==> src/rtl/teclado_pkg.sv <==
// Shared types for the 4x4 keypad reader: FSM state encoding, key-code
// width and the column-priority helper used when a press is first seen.
package teclado_pkg;

  localparam int COD_W = 4;

  typedef enum logic [1:0] {
    VARRE       = 2'd0,
    CONFIRMA    = 2'd1,
    PRESSIONADA = 2'd2,
    SOLTA       = 2'd3
  } estado_t;

  // Index of the lowest-numbered column that is pulled low (active-low input).
  // Callers only use the result when at least one column is low.
  function automatic logic [1:0] menor_coluna(input logic [3:0] col_n);
    logic [1:0] idx;
    idx = 2'd3;
    for (int i = 3; i >= 0; i--) begin
      if (!col_n[i]) idx = 2'(i);
    end
    return idx;
  endfunction

endpackage

==> src/rtl/sincronizador_2ff.sv <==
// Two-flop synchronizer for asynchronous level inputs. Resets to RESET_VAL
// so that idle (pulled-high) keypad columns read as released after reset.
module sincronizador_2ff #(
  parameter int          W         = 4,
  parameter logic [W-1:0] RESET_VAL = '1
) (
  input  logic         clk,
  input  logic         rst,
  input  logic [W-1:0] d,
  output logic [W-1:0] q
);

  logic [W-1:0] meta_q;
  logic [W-1:0] sinc_q;

  // First stage may go metastable; second stage gives it a full cycle to settle.
  always_ff @(posedge clk or posedge rst) begin
    if (rst) begin
      meta_q <= RESET_VAL;
      sinc_q <= RESET_VAL;
    end else begin
      meta_q <= d;
      sinc_q <= meta_q;
    end
  end

  assign q = sinc_q;

endmodule

==> src/rtl/leitor_teclado.sv <==
// 4x4 matrix keypad scanner with debounce on both press and release.
// Rows are driven one-cold; a key is reported once as row*4+column.
// Optional build macro AUTO_REPEAT_EN: while a key is held, Valido
// re-pulses every REPEAT_SAMPLES samples with the same Codigo.
module leitor_teclado
  import teclado_pkg::*;
#(
  parameter int DIV_SCAN       = 4,
  parameter int DEBOUNCE       = 3,
  parameter int REPEAT_SAMPLES = 64
) (
  input  logic             Clock,
  input  logic             Reset,
  input  logic [3:0]       Colunas,
  output logic [3:0]       Linhas,
  output logic [COD_W-1:0] Codigo,
  output logic             Valido,
  output logic             Pressionada
);

  localparam logic [7:0] PRESC_MAX = 8'(DIV_SCAN - 1);
  localparam logic [3:0] DEB_LIM   = 4'(DEBOUNCE);

  // Reject out-of-range parameters at elaboration time.
  if (DIV_SCAN < 2 || DIV_SCAN > 255 || DEBOUNCE < 1 || DEBOUNCE > 15 ||
      REPEAT_SAMPLES < 1) begin : g_param_invalido
    $error("leitor_teclado: parameter out of range");
  end

  logic [3:0]       col_s;

  estado_t          estado_q, estado_d;
  logic [7:0]       presc_q, presc_d;
  logic [1:0]       linha_q, linha_d;
  logic [1:0]       coluna_q, coluna_d;
  logic [3:0]       cont_q, cont_d;
  logic [COD_W-1:0] codigo_q, codigo_d;
  logic             valido_q, valido_d;
  logic             press_q, press_d;
`ifdef AUTO_REPEAT_EN
  localparam logic [15:0] REP_MAX = 16'(REPEAT_SAMPLES - 1);
  logic [15:0]      rep_q, rep_d;
`endif

  logic             amostra;
  logic             col_baixa;
  logic [3:0]       cont_inc;

  sincronizador_2ff #(
    .W         (4),
    .RESET_VAL (4'b1111)
  ) u_sinc (
    .clk (Clock),
    .rst (Reset),
    .d   (Colunas),
    .q   (col_s)
  );

  assign amostra   = (presc_q == PRESC_MAX);
  assign col_baixa = ~col_s[coluna_q];
  // Debounce counter saturates instead of wrapping.
  assign cont_inc  = (cont_q == 4'hF) ? cont_q : cont_q + 4'd1;

  // Next-state logic: prescaler, row scan and press/release debounce FSM.
  always_comb begin
    estado_d = estado_q;
    presc_d  = amostra ? 8'd0 : presc_q + 8'd1;
    linha_d  = linha_q;
    coluna_d = coluna_q;
    cont_d   = cont_q;
    codigo_d = codigo_q;
    valido_d = 1'b0;
    press_d  = press_q;
`ifdef AUTO_REPEAT_EN
    rep_d    = rep_q;
`endif

    if (amostra) begin
      case (estado_q)
        VARRE: begin
          if (col_s != 4'b1111) begin
            // Freeze on this row; remember which column to watch.
            coluna_d = menor_coluna(col_s);
            cont_d   = 4'd0;
            estado_d = CONFIRMA;
          end else begin
            linha_d = linha_q + 2'd1;
          end
        end
        CONFIRMA: begin
          if (col_baixa) begin
            if (cont_inc >= DEB_LIM) begin
              codigo_d = {linha_q, coluna_q};
              valido_d = 1'b1;
              press_d  = 1'b1;
              cont_d   = 4'd0;
              estado_d = PRESSIONADA;
`ifdef AUTO_REPEAT_EN
              rep_d    = 16'd0;
`endif
            end else begin
              cont_d = cont_inc;
            end
          end else begin
            // Bounce or too-short press: discard and keep scanning.
            estado_d = VARRE;
            linha_d  = linha_q + 2'd1;
          end
        end
        PRESSIONADA: begin
          if (!col_baixa) begin
            cont_d   = 4'd0;
            estado_d = SOLTA;
          end else begin
`ifdef AUTO_REPEAT_EN
            if (rep_q >= REP_MAX) begin
              rep_d    = 16'd0;
              valido_d = 1'b1;
            end else begin
              rep_d = rep_q + 16'd1;
            end
`endif
          end
        end
        SOLTA: begin
          if (!col_baixa) begin
            if (cont_inc >= DEB_LIM) begin
              press_d  = 1'b0;
              cont_d   = 4'd0;
              estado_d = VARRE;
              linha_d  = linha_q + 2'd1;
            end else begin
              cont_d = cont_inc;
            end
          end else begin
            // Release glitch: key still held, no new report.
            cont_d   = 4'd0;
            estado_d = PRESSIONADA;
`ifdef AUTO_REPEAT_EN
            rep_d    = 16'd0;
`endif
          end
        end
        default: estado_d = VARRE;
      endcase
    end
  end

  // State and registered outputs; reset aborts any press in progress.
  always_ff @(posedge Clock or posedge Reset) begin
    if (Reset) begin
      estado_q <= VARRE;
      presc_q  <= 8'd0;
      linha_q  <= 2'd0;
      coluna_q <= 2'd0;
      cont_q   <= 4'd0;
      codigo_q <= '0;
      valido_q <= 1'b0;
      press_q  <= 1'b0;
`ifdef AUTO_REPEAT_EN
      rep_q    <= 16'd0;
`endif
    end else begin
      estado_q <= estado_d;
      presc_q  <= presc_d;
      linha_q  <= linha_d;
      coluna_q <= coluna_d;
      cont_q   <= cont_d;
      codigo_q <= codigo_d;
      valido_q <= valido_d;
      press_q  <= press_d;
`ifdef AUTO_REPEAT_EN
      rep_q    <= rep_d;
`endif
    end
  end

  assign Linhas      = ~(4'b0001 << linha_q);
  assign Codigo      = codigo_q;
  assign Valido      = valido_q;
  assign Pressionada = press_q;

endmodule

==> config.mk <==
export PLATFORM = sky130hd
export DESIGN_NAME = leitor_teclado
export DESIGN_NICKNAME = d
export VERILOG_FILES = /design/src/rtl/teclado_pkg.sv /design/src/rtl/sincronizador_2ff.sv /design/src/rtl/leitor_teclado.sv
export SDC_FILE = /design/constraint.sdc
export NUM_CORES = 1
export LEC_CHECK = 0
export BUFFER_PORTS_ARGS = -buffer_cell sky130_fd_sc_hd__buf_2
export CELL_PAD_IN_SITES_DETAIL_PLACEMENT = 0
export CELL_PAD_IN_SITES_GLOBAL_PLACEMENT = 1
export CORE_ASPECT_RATIO = 0.7
export CORE_MARGIN = 2
export CORE_UTILIZATION = 46
export DETAILED_ROUTE_END_ITERATION = 6
export PLACE_DENSITY_LB_ADDON = 0.05
export SETUP_SLACK_MARGIN = 0.3
export SYNTH_ARGS = -nofsm -noshare
export SYNTH_HDL_FRONTEND = slang
export SYNTH_SLANG_ARGS = --single-unit
==> constraint.sdc <==
create_clock -name Clock -period 2.9 [get_ports Clock]
set_input_delay 0.435 -clock Clock [delete_from_list [all_inputs] [get_ports Clock]]
set_output_delay 0.435 -clock Clock [all_outputs]
set_load 0.01 [all_outputs]
==> results of run 1 <==
## power breakdown
group | internal, mW | switching (mW) | leakage [nW] | total (mW)
clock | 0.168 | 0.159 | 0.0422 | 0.327
sequential | 0.535 | 0.0674 | 0.399 | 0.602
combinational | 0.208 | 0.251 | 0.424 | 0.459
## worst max-delay path by stage
stage	start	endpoint	slack, ns	cells past startpoint
after detailed placement	presc_q[0]	linha_q[1]	0.64	5
after floorplan	presc_q[0]	linha_q[1]	0.81	5
after global routing	presc_q[0]	linha_q[1]	0.43	5
after global placement	coluna_q[0]	Codigo[2]	0.68	4
final	presc_q[0]	linha_q[1]	0.52	5
after CTS	presc_q[0]	linha_q[1]	0.47	5
## state kept, by name, summed over array words and instances, names as in the netlist, named ones only
name           flops
estado_q           1
cont_q             4
linha_q            2
Pressionada        1
u_sinc.meta_q      4
Valido             1
presc_q            8
Codigo             4
u_sinc.q           4
coluna_q           2
## cells in the mapped netlist (2+ instances only)
master	instances	area share, %
nor3_1	2	0.64
nand2_1	7	1.7
mux2i_1	4	2.6
o211ai_1	2	0.96
dfstp_2	8	13
a2111oi_0	2	1.1
and3_1	2	0.80
o221a_2	2	1.4
and2_1	2	0.80
inv_1	15	3.6
mux2_2	7	5.1
dfrtp_1	24	39
nor2_1	5	1.2
xnor2_1	6	3.4
nor2b_1	3	1.2
ha_1	10	8.0
nand3_1	7	2.2
## layout make-up
cell class	instances	area [um2]
clock buffer	7	76.32
clock inverter	1	5.005
fill	291	1439
inverter	15	56.30
multi-input combinational	79	673.1
sequential	32	810.8
tap	38	47.55
timing repair buffer	16	82.58
## metrics by stage
stage	setup slack, ns	power, mW	utilization (%)	area (um2)	hold WS [ns]
after floorplan	0.8148	0.9606	-	1559	0.3452
after global placement	0.6828	1.060	52.35	1670	0.3458
after detailed placement	0.6408	1.069	52.35	1670	0.3473
after CTS	0.4738	1.403	54.90	1752	0.2402
after global routing	0.4273	1.504	54.90	1752	0.2272
final	0.5247	1.388	54.90	1752	0.2447
## critical path, delay by kind of cell, from the launching register on
kind | cells | cell delay (ns)
adders and majority gates | 1 | 0.20
muxes | 1 | 0.33
AOI/OAI and AO/OA | 2 | 0.83
and+or+nand+nor | 1 | 0.52
DFF | 1 | 0.38
## logic make-up after synthesis
family,share of synthesized area (%)
buffers and inverters,4.815
adders and majority gates,8.026
xor gates and xnor gates,3.933
muxes,9.310
and+or+nand+nor,14.45
DFF,52.01
AOI/OAI and AO/OA,7.463
## per-layer routing
metal | GRT usage [%] | wire length (um)
met2 | 25.45 | 1155
met1 | 20.69 | 1336
met3 | 7.500 | 94
met4 | 6.364 | 30
met5 | 0 | 0
==> summary.md, run 1 <==
| Metric | Value |
|---|---|
| Outcome | `finished, final reports clean` |
| Cell total after placement | `180` |
| Core Region | `0.003191 mm2` |
| Layout area overhead | `12.36%` |
| Synth Flop Type | `dfrtp_1` |
| Final hold vios | `0` |
| PostCTS Resize Cnt | `0` |
| Routed wire length | `2617 um` |
| # rows | `17` |
| CTS tree | `built` |
| Final GP Congestion | `just under 0.9` |
| Antenna Nets Post-Route | `0` |
| Largest net degree at the start of global routing | `27` |
| Total CTS buffers | `5` |
| Avg Cell Area, Syn | `12.18 um2` |
| CTS Root Cell | `clkbuf_8` |
| RSZ-0062 raised after global routing | `false` |
| Hold path start | `Colunas[0]` |
| Crit path DAT | `2.55 ns` |
| First-pass GRT wire length | `between 4000 and 5000 um` |
| Crit Path Max Fanout | `4` |
| Mapped Nets | `between 100 and 150` |
| DP HPWL | `1808 um` |
| Finished Layout Cells | `roughly 190` |
| Worst IR drop on VDD | `0.0003740 V` |
| Initial antenna violation count | `0` |
| EDFF count, synth | `0` |
| R2r startpoint | `presc_q[0]` |
| Lkg Pwr | `roughly 0.87 nW` |
| Most frequent cells in the layout | `24 x dfrtp_1, 15 x inv_1, 15 x buf_2, 10 x ha_1, 8 x dfstp_2` |
| Die Height | `around 53 um` |
| CP max stage cell | `or4b_4` |
| DRC viols | `0` |
| Register area share after synthesis | `52.01%` |
| Nets@finish | `roughly 170` |
| WP data required | `3.07 ns` |
| Critical path startpoint category | `flop` |
| CP Capture Type | `flop` |
| Antenna diodes | `0` |
| Clock Tree Buf Depth | `2` |
| Post-CTS Hold Buffers | `0` |
| Worst clock skew | `0.003353 ns` |
| Power per Cell Area | `792.2 mW/mm2` |
| Wire length per cell | `~14 um` |
| Max stage delay on crit path | `0.52 ns` |
| R2r endpoint | `linha_q[1]` |
| Pre-antenna DRT Iters | `2` |
| GRT Util Overall | `16.65%` |
| Async S/R FF share, synth | `100.0%` |
| FMAX | `421.0 MHz` |
| Sum of negative setup slack | `0 ns` |
| CTS clk-pin slew, worst paths | `0.06 ns` |
| Final Critical Period | `2.375 ns` |
| Setup Viol. Count Final | `0` |
| Worst-margin pin slew | `1.017 ns` |
| Die area | `0.003878 mm2` |
| Hold depth | `1` |
| Slew Limit Fails | `0` |
| Worst hold path endpoint | `u_sinc.meta_q[0]` |
| MaxCap Viol Count | `0` |
| Setup Fix Bufs, Post-CTS | `0` |
| Total number of vias | `971` |
| CTS Sinks | `32` |
| R2R cell count | `5` |
| Starting Density | `48.86%` |
| Mapped cell area | `around 0.0016 mm2` |
| CP Cell Sequence | `ha_1 -> or4b_4 -> a2111oi_0 -> o221a_2 -> mux2_2` |
| Synth unique cells | `37` |
| Mapped Cells | `128` |
| Vias in the first global route | `1014` |
| Ys Warns | `0` |
| # IOs | `16` |
| Htree depth | `2` |
| Width of the die | `between 70 and 80 um` |
| Yosys reg bits | `32` |
| Commonest non-fill, non-tap cell in the layout | `dfrtp_1` |
| FF-to-FF setup slack | `approximately 0.52 ns` |
| Share of layout cells above drive strength 1 | `approximately 30%` |
| Vias per cell | `5.165` |
| DRT iter0 DRCs | `between 70 and 80` |
| Class of the most critical setup path | `flop to flop` |
| Rel. slew slack | `between 30% and 40%` |
| GRT overflow | `0` |
| Final Cycle Share | `81.91%` |
| Worst Hold Class | `primary input to flop` |
| Port Buffers | `15` |
| Worst-Skew Late Latency | `0.28 ns` |
No activity file was read; power rests on OpenSTA's default activity.
==> run 2, diff against run 1 <==
Settings changed: CORE_UTILIZATION 46 to 42.
Clock period 2.9 ns to 2.1 ns, I/O delays scaled along.
==> run 2 against run 1 <==
Compared with the run above: combinational power up 110%; routed wire length is 19% higher; setup slack lost 0.41 ns; non-clock buffer count is 25 higher; sequential cell count unchanged; clock-buffer cell count decreased by 1; sequential power up 38%; register-to-register slack got worse by 0.41 ns; sequential share of layout area is 7.9 points lower; power grew 72%; final cell count grew 20%; first-iteration DRC count down 16%; critical path type unchanged; highest routed layer unchanged.
==> summary.md, run 2 (same netlist as run 1, synthesis figures left out) <==
| Metric | Value |
|---|---|
| Initial antenna violation count | `0` |
| FMAX | `502.8 MHz` |
| Max reg flops | `8` |
| Top reg by flops | `presc_q` |
| Vias in the first global route | `1106` |
| CTS clk-pin slew, worst paths | `roughly 0.070 ns` |
| # IOs | `16` |
| CP Capture Type | `flop` |
| Sum of negative setup slack | `0 ns` |
| Share of layout cells above drive strength 1 | `46.86%` |
| Gr busiest metal | `met2` |
| Largest net degree at the start of global routing | `33` |
| WP data required | `2.28 ns` |
| Setup ws final | `0.1112 ns` |
| Vias per cell | `4.853` |
| Wire length per cell | `13.87 um` |
| DP HPWL | `1966 um` |
| R2R cell count | `7` |
| DRT iter0 DRCs | `66` |
| Class of the most critical setup path | `flop to flop` |
| Total number of vias | `1092` |
| Critical path startpoint category | `flop` |
| Outcome | `finished, final reports clean` |
| Die Height | `54.98 um` |
| Total CTS buffers | `5` |
| Worst-Skew Late Latency | `0.29 ns` |
| Layout area overhead | `35.55%` |
| Cell total after placement | `199` |
| CTS tree | `built` |
| GR Util met3 | `4.870%` |
| RSZ-0062 raised after global routing | `true` |
| CP Cell Sequence | `ha_2 -> a21bo_2 -> a2111o_1 -> nor4b_4 -> buf_6 -> buf_6 -> o221a_4` |
| Port Buffers | `15` |
| Max stage delay on crit path | `around 0.46 ns` |
| Lkg Pwr | `1.028 nW` |
| Power per Cell Area | `1127 mW/mm2` |
| Routed wire length | `3120 um` |
| Core Region | `0.003536 mm2` |
| Die area | `0.004223 mm2` |
| GRT Util Overall | `16.21%` |
| Met2 usage | `a little over a quarter` |
| CTS Sinks | `32` |
| First-pass GRT wire length | `4995 um` |
| MaxCap Viol Count | `0` |
| Final hold vios | `0` |
| Worst clock skew | `0.004438 ns` |
| Worst Hold Class | `primary input to async pin` |
| Core Util, Final | `59.77%` |
| Top cell by count, worst path | `buf_6` |
| Pwr Total | `~2.4 mW` |
| Pre-antenna DRT Iters | `4` |
| Final Critical Period | `between 1.5 and 2 ns` |
| Clock Tree Buf Depth | `2` |
| Rel. slew slack | `73.46%` |
| Final Cycle Share | `between 90% and 100%` |
| Width of the die | `between 70 and 80 um` |
| Nets@finish | `190` |
| Crit Path Max Fanout | `5` |
| Met1 Usage GRT | `19.94%` |
| Layout Cell Area excl Fill | `roughly 0.0021 mm2` |
| R2r startpoint | `cont_q[0]` |
| Starting Density | `44.09%` |
| Setup Viol. Count Final | `0` |
| Worst IR drop on VDD | `~0.00052 V` |
| Placed Area | `0.001763 mm2` |
| Final GP Congestion | `about 0.85` |
| Hold_ws | `0.1029 ns` |
| Slew Limit Fails | `0` |
| Commonest non-fill, non-tap cell in the layout | `dfrtp_1` |
| Antenna Nets Post-Route | `0` |
| Htree depth | `2` |
| Finished Layout Cells | `225` |
| Crit path DAT | `between 2 and 2.5 ns` |
| Pre-CTS WS | `-0.01568 ns` |
| FF-to-FF setup slack | `0.11 ns` |
| # rows | `18` |
| DRC viols | `0` |
| GRT overflow | `0` |
| Most frequent cells in the layout | `24 x dfrtp_1, 21 x buf_4, 15 x inv_1, 15 x buf_2` |
| Worst-margin pin slew | `roughly 0.40 ns` |
| R2r endpoint | `Pressionada` |
| CTS Root Cell | `clkbuf_8` |
| Antenna diodes | `0` |
| CP max stage cell | `a2111o_1` |
-- run 2: cell count changes in the layout (fill, tap and decap cells not counted), moves of 5 or more --
cell / delta
buf_4: +20
buf_6: +5
mux2_2: -6
mux2_4: +6
-- run 2: metal layers --
layer / vias to the layer above / part of all wire [%]
li1: 530 / -
met1: 533 / 46
met2: 23 / 48
met3: 6 / 4.3
met4: 0 / 1.8
met5: - / 0
-- run 2: worst max-delay path by stage --
stage                      startpoint     endpoint
final                       cont_q[0]  Pressionada
after global routing       presc_q[0]   linha_q[1]
after CTS                   cont_q[0]  Pressionada
after detailed placement   presc_q[0]    Codigo[0]
after global placement     presc_q[0]    Codigo[2]
after floorplan           coluna_q[0]    Codigo[0]
-- run 2: power breakdown --
| group | total (mW) | internal, mW | switching, mW |
|---|---|---|---|
| Clock | 0.582 | 0.352 | 0.230 |
| Sequential | 0.831 | 0.738 | 0.0932 |
| Combinational | 0.967 | 0.491 | 0.476 |
| Total | 2.38 | 1.58 | 0.800 |
-- run 2: final cells by class --
type,count,area (um2)
Clock buffer,6,72.57
Clock inverter,2,35.03
Fill cell,302,1423
Inverter,15,56.30
Multi-Input combinational cell,79,787.0
Sequential cell,32,810.8
Tap cell,50,62.56
Timing Repair Buffer,41,289.0
-- run 2: worst max-delay path, delay by kind of cell, from the launching register on --
family | cells | cell delay, ns
AOI/OAI and AO/OA | 3 | 0.91
adders and majority gates | 1 | 0.18
buffers and inverters | 2 | 0.26
DFF | 1 | 0.36
and+or+nand+nor | 1 | 0.17
-- run 2: repair_timing --
action                                  CTS  global route
resized for setup                         4            19
pin swaps                                 5             5
endpoints found under the setup margin   13            14
hold buffers                              0             0
buffers inserted                          7            11
==> run 3, diff against run 2 <==
Settings changed: BUFFER_PORTS_ARGS -buffer_cell sky130_fd_sc_hd__buf_2 to -buffer_cell sky130_fd_sc_hd__clkbuf_2, CORE_UTILIZATION 42 to 41, SYNTH_HIERARCHICAL from default to 1.
==> run 3 against run 2 <==
Compared with the run above: setup slack improved by 0.19 ns; area after synthesis decreased by 2.3%; register-to-register slack improved by 0.19 ns; power down 18%; largest power group is now sequential cells.
==> summary.md, run 3 <==
| Metric | Value |
|---|---|
| Total CTS buffers | `5` |
| CP Capture Type | `flop` |
| First-pass GRT wire length | `4623 um` |
| Crit path DAT | `1.95 ns` |
| Core Util, Final | `a little over half` |
| DRT iter0 DRCs | `43` |
| Layout area overhead | `23.91%` |
| Class of the most critical setup path | `flop to flop` |
| Most frequent cells in the layout | `23 x dfrtp_1, 16 x inv_1, 15 x clkbuf_2, 11 x nand2_1, 10 x buf_4` |
| MaxCap Viol Count | `0` |
| Starting Density | `a little over two fifths` |
| FMAX | `554.9 MHz` |
| WP data required | `roughly 2.3 ns` |
| Ys Warns | `6` |
| Lkg Pwr | `a little under 0.9 nW` |
| Worst-margin pin slew | `0.3761 ns` |
| Mapped Cells | `131` |
| R2r endpoint | `Codigo[0]` |
| GRT overflow | `0` |
| Critical path startpoint category | `flop` |
| Net Sw Power | `674.2 uW` |
| Nets@finish | `180` |
| Post-CTS Hold Buffers | `0` |
| Count leader, synth | `dfrtp_1` |
| Mapped cell area | `0.001523 mm2` |
| Antenna Nets Post-Route | `0` |
| Final hold vios | `0` |
| Slew Limit Fails | `0` |
| Wire length per cell | `12.42 um` |
| Register area share after synthesis | `53.25%` |
| Antenna diodes | `0` |
| Worst clock skew | `0.009911 ns` |
| Met3 wire length | `116 um` |
| Final Cycle Share | `85.82%` |
| Largest net degree at the start of global routing | `16` |
| Core Region | `0.003536 mm2` |
| Clock power frac | `24.4%` |
| Vias per cell | `4.781` |
| CTS Sinks | `32` |
| Width of the die | `76.84 um` |
| # IOs | `16` |
| Hold_ws | `0.003599 ns` |
| Worst IR drop on VDD | `0.0005841 V` |
| Final Critical Period | `around 1.8 ns` |
| RSZ-0062 raised after global routing | `true` |
| Synth Flop Type | `dfrtp_1` |
| Share of layout cells above drive strength 1 | `35.76%` |
| Layout Cell Area excl Fill | `0.001887 mm2` |
| DP HPWL | `roughly 1900 um` |
| Total number of vias | `between 1000 and 1500` |
| Synth cell count leaders | `24 x dfrtp_1, 16 x inv_1, 12 x nand2_1` |
| Final GP Congestion | `0.8066` |
| Sum of negative setup slack | `0 ns` |
| Pre-antenna DRT Iters | `4` |
| Vias in the first global route | `980` |
| Worst Hold Class | `primary input to async pin` |
| Initial antenna violation count | `0` |
| Crit Path Max Fanout | `8` |
| Pre-CTS WS | `roughly 0.1 ns` |
| Rel. slew slack | `74.90%` |
| GRT Util Overall | `between 10% and 20%` |
| CTS Root Cell | `clkbuf_8` |
| # rows | `18` |
| R2R cell count | `4` |
| CTS tree | `built` |
| Max reg flops | `8` |
| Port Buffers | `15` |
| Avg Cell Area, Syn | `11.62 um2` |
| Synth top area share | `39.44%` |
| Die area | `0.004225 mm2` |
| Register share of total power | `42.4%` |
| Top reg by flops | `presc_q` |
| Worst-Skew Late Latency | `0.28 ns` |
| Placed Area | `0.001668 mm2` |
| Power per Cell Area | `1031 mW/mm2` |
| Yosys top cell by area | `dfrtp_1` |
| DRC viols | `0` |
| DRT met1 WL | `1404 um` |
| Logic gate share of total power | `33.2%` |
| Setup ws final | `between 0.2 and 0.3 ns` |
| FF-to-FF setup slack | `0.30 ns` |
| Die Height | `54.99 um` |
| Clock Tree Buf Depth | `2` |
| P_int | `1.272 mW` |
| DR top layer | `met4` |
| Switch share | `between 30% and 40%` |
| Yosys reg bits | `32` |
| Outcome | `finished, final reports clean` |
| Commonest non-fill, non-tap cell in the layout | `dfrtp_1` |
| R2r startpoint | `coluna_q[0]` |
| Setup Viol. Count Final | `0` |
| EDFF count, synth | `0` |
| Synth unique cells | `34` |
| CTS clk-pin slew, worst paths | `0.06 ns` |
| Mapped Nets | `approximately 150` |
| Htree depth | `2` |
| Async S/R FF share, synth | `100.0%` |
| Routed wl met2 | `1136 um` |
| Top post-synthesis cells by area | `dfrtp_1 39%, dfstp_2 14%, ha_1 8.2%` |
| Routed wire length | `~2700 um` |
[run 3: changes by cell type in the layout (fill, tap and decap cells not counted), sizes merged, moves of 3 or more]
cell / before / now
buf: 41 / 12
clkbuf: 6 / 23
nand2: 7 / 12
nor2b: 3 / 0
o21ai: 1 / 4
[run 3: layout make-up]
type / count / area, um2
clock buffers: 8 / 90.09
fillers: 333 / 1649
inverters: 16 / 60.06
multi-input cells: 82 / 689.4
flip-flops and latches: 32 / 812.0
well taps: 50 / 62.56
repair buffers: 27 / 172.7
[run 3: worst max-delay path: stages (launching register included)]
cell and delay (ns):
dfrtp_1 0.36, mux4_2 0.64, nor3_4 0.25, buf_6 0.14, mux2_4 0.29
[run 3: timing repair]
action                     in CTS  in global routing
gates resized for setup        10                  3
pin swaps                       3                  1
setup endpoints to repair      11                 12
buffers inserted               10                  1
[run 3: worst max path at each step]
stage          slack [ns]          to  depth (start not counted)         from
2_1_floorplan        0.31   Codigo[0]                          7   presc_q[0]
3_3_place_gp         0.17   Codigo[3]                          6   presc_q[0]
3_5_place_dp         0.10   Codigo[3]                          6   presc_q[0]
4_1_cts              0.30  linha_q[1]                          4  coluna_q[0]
5_1_grt              0.24   cont_q[1]                          7   presc_q[1]
6_report             0.30   Codigo[0]                          4  coluna_q[0]
[run 3: cell families (layout without fill, tap and decap cells)]
family                   after synthesis  count (layout)  synth area share, %
XOR/XNOR                               7               7                4.026
multiplexers                           8               8                6.737
buffers and inverters                 17              51                4.684
flip-flops                            32              32                53.25
AND/OR/NAND/NOR                       38              38                13.56
AO/OA/AOI/OAI                         19              19                9.531
adder cells (fa/ha/maj)               10              10                8.217
[run 3: metal layers]
| metal | vias up | track usage [%] |
|---|---|---|
| met4 | 0 | 3.636 |
| met5 | - | 0 |
| li1 | 507 | - |
| met2 | 16 | 21.93 |
| met1 | 503 | 19.71 |
| met3 | 2 | 4.708 |
[run 3: metrics by stage]
step | total power, mW | std cells
global route | 2.098 | 215
finish | 1.946 | 215
floorplan | 1.241 | 131
CTS | 1.950 | 214
global placement | 1.411 | 196
detailed placement | 1.428 | 196
[run 3: power by group through the flow]
stage	Combinational (mW)	Clock [mW]	Sequential, mW
after floorplan	0.414	0	0.827
after global placement	0.575	0	0.836
after detailed placement	0.593	0	0.835
after CTS	0.640	0.488	0.822
after global routing	0.731	0.529	0.838
final	0.647	0.474	0.825
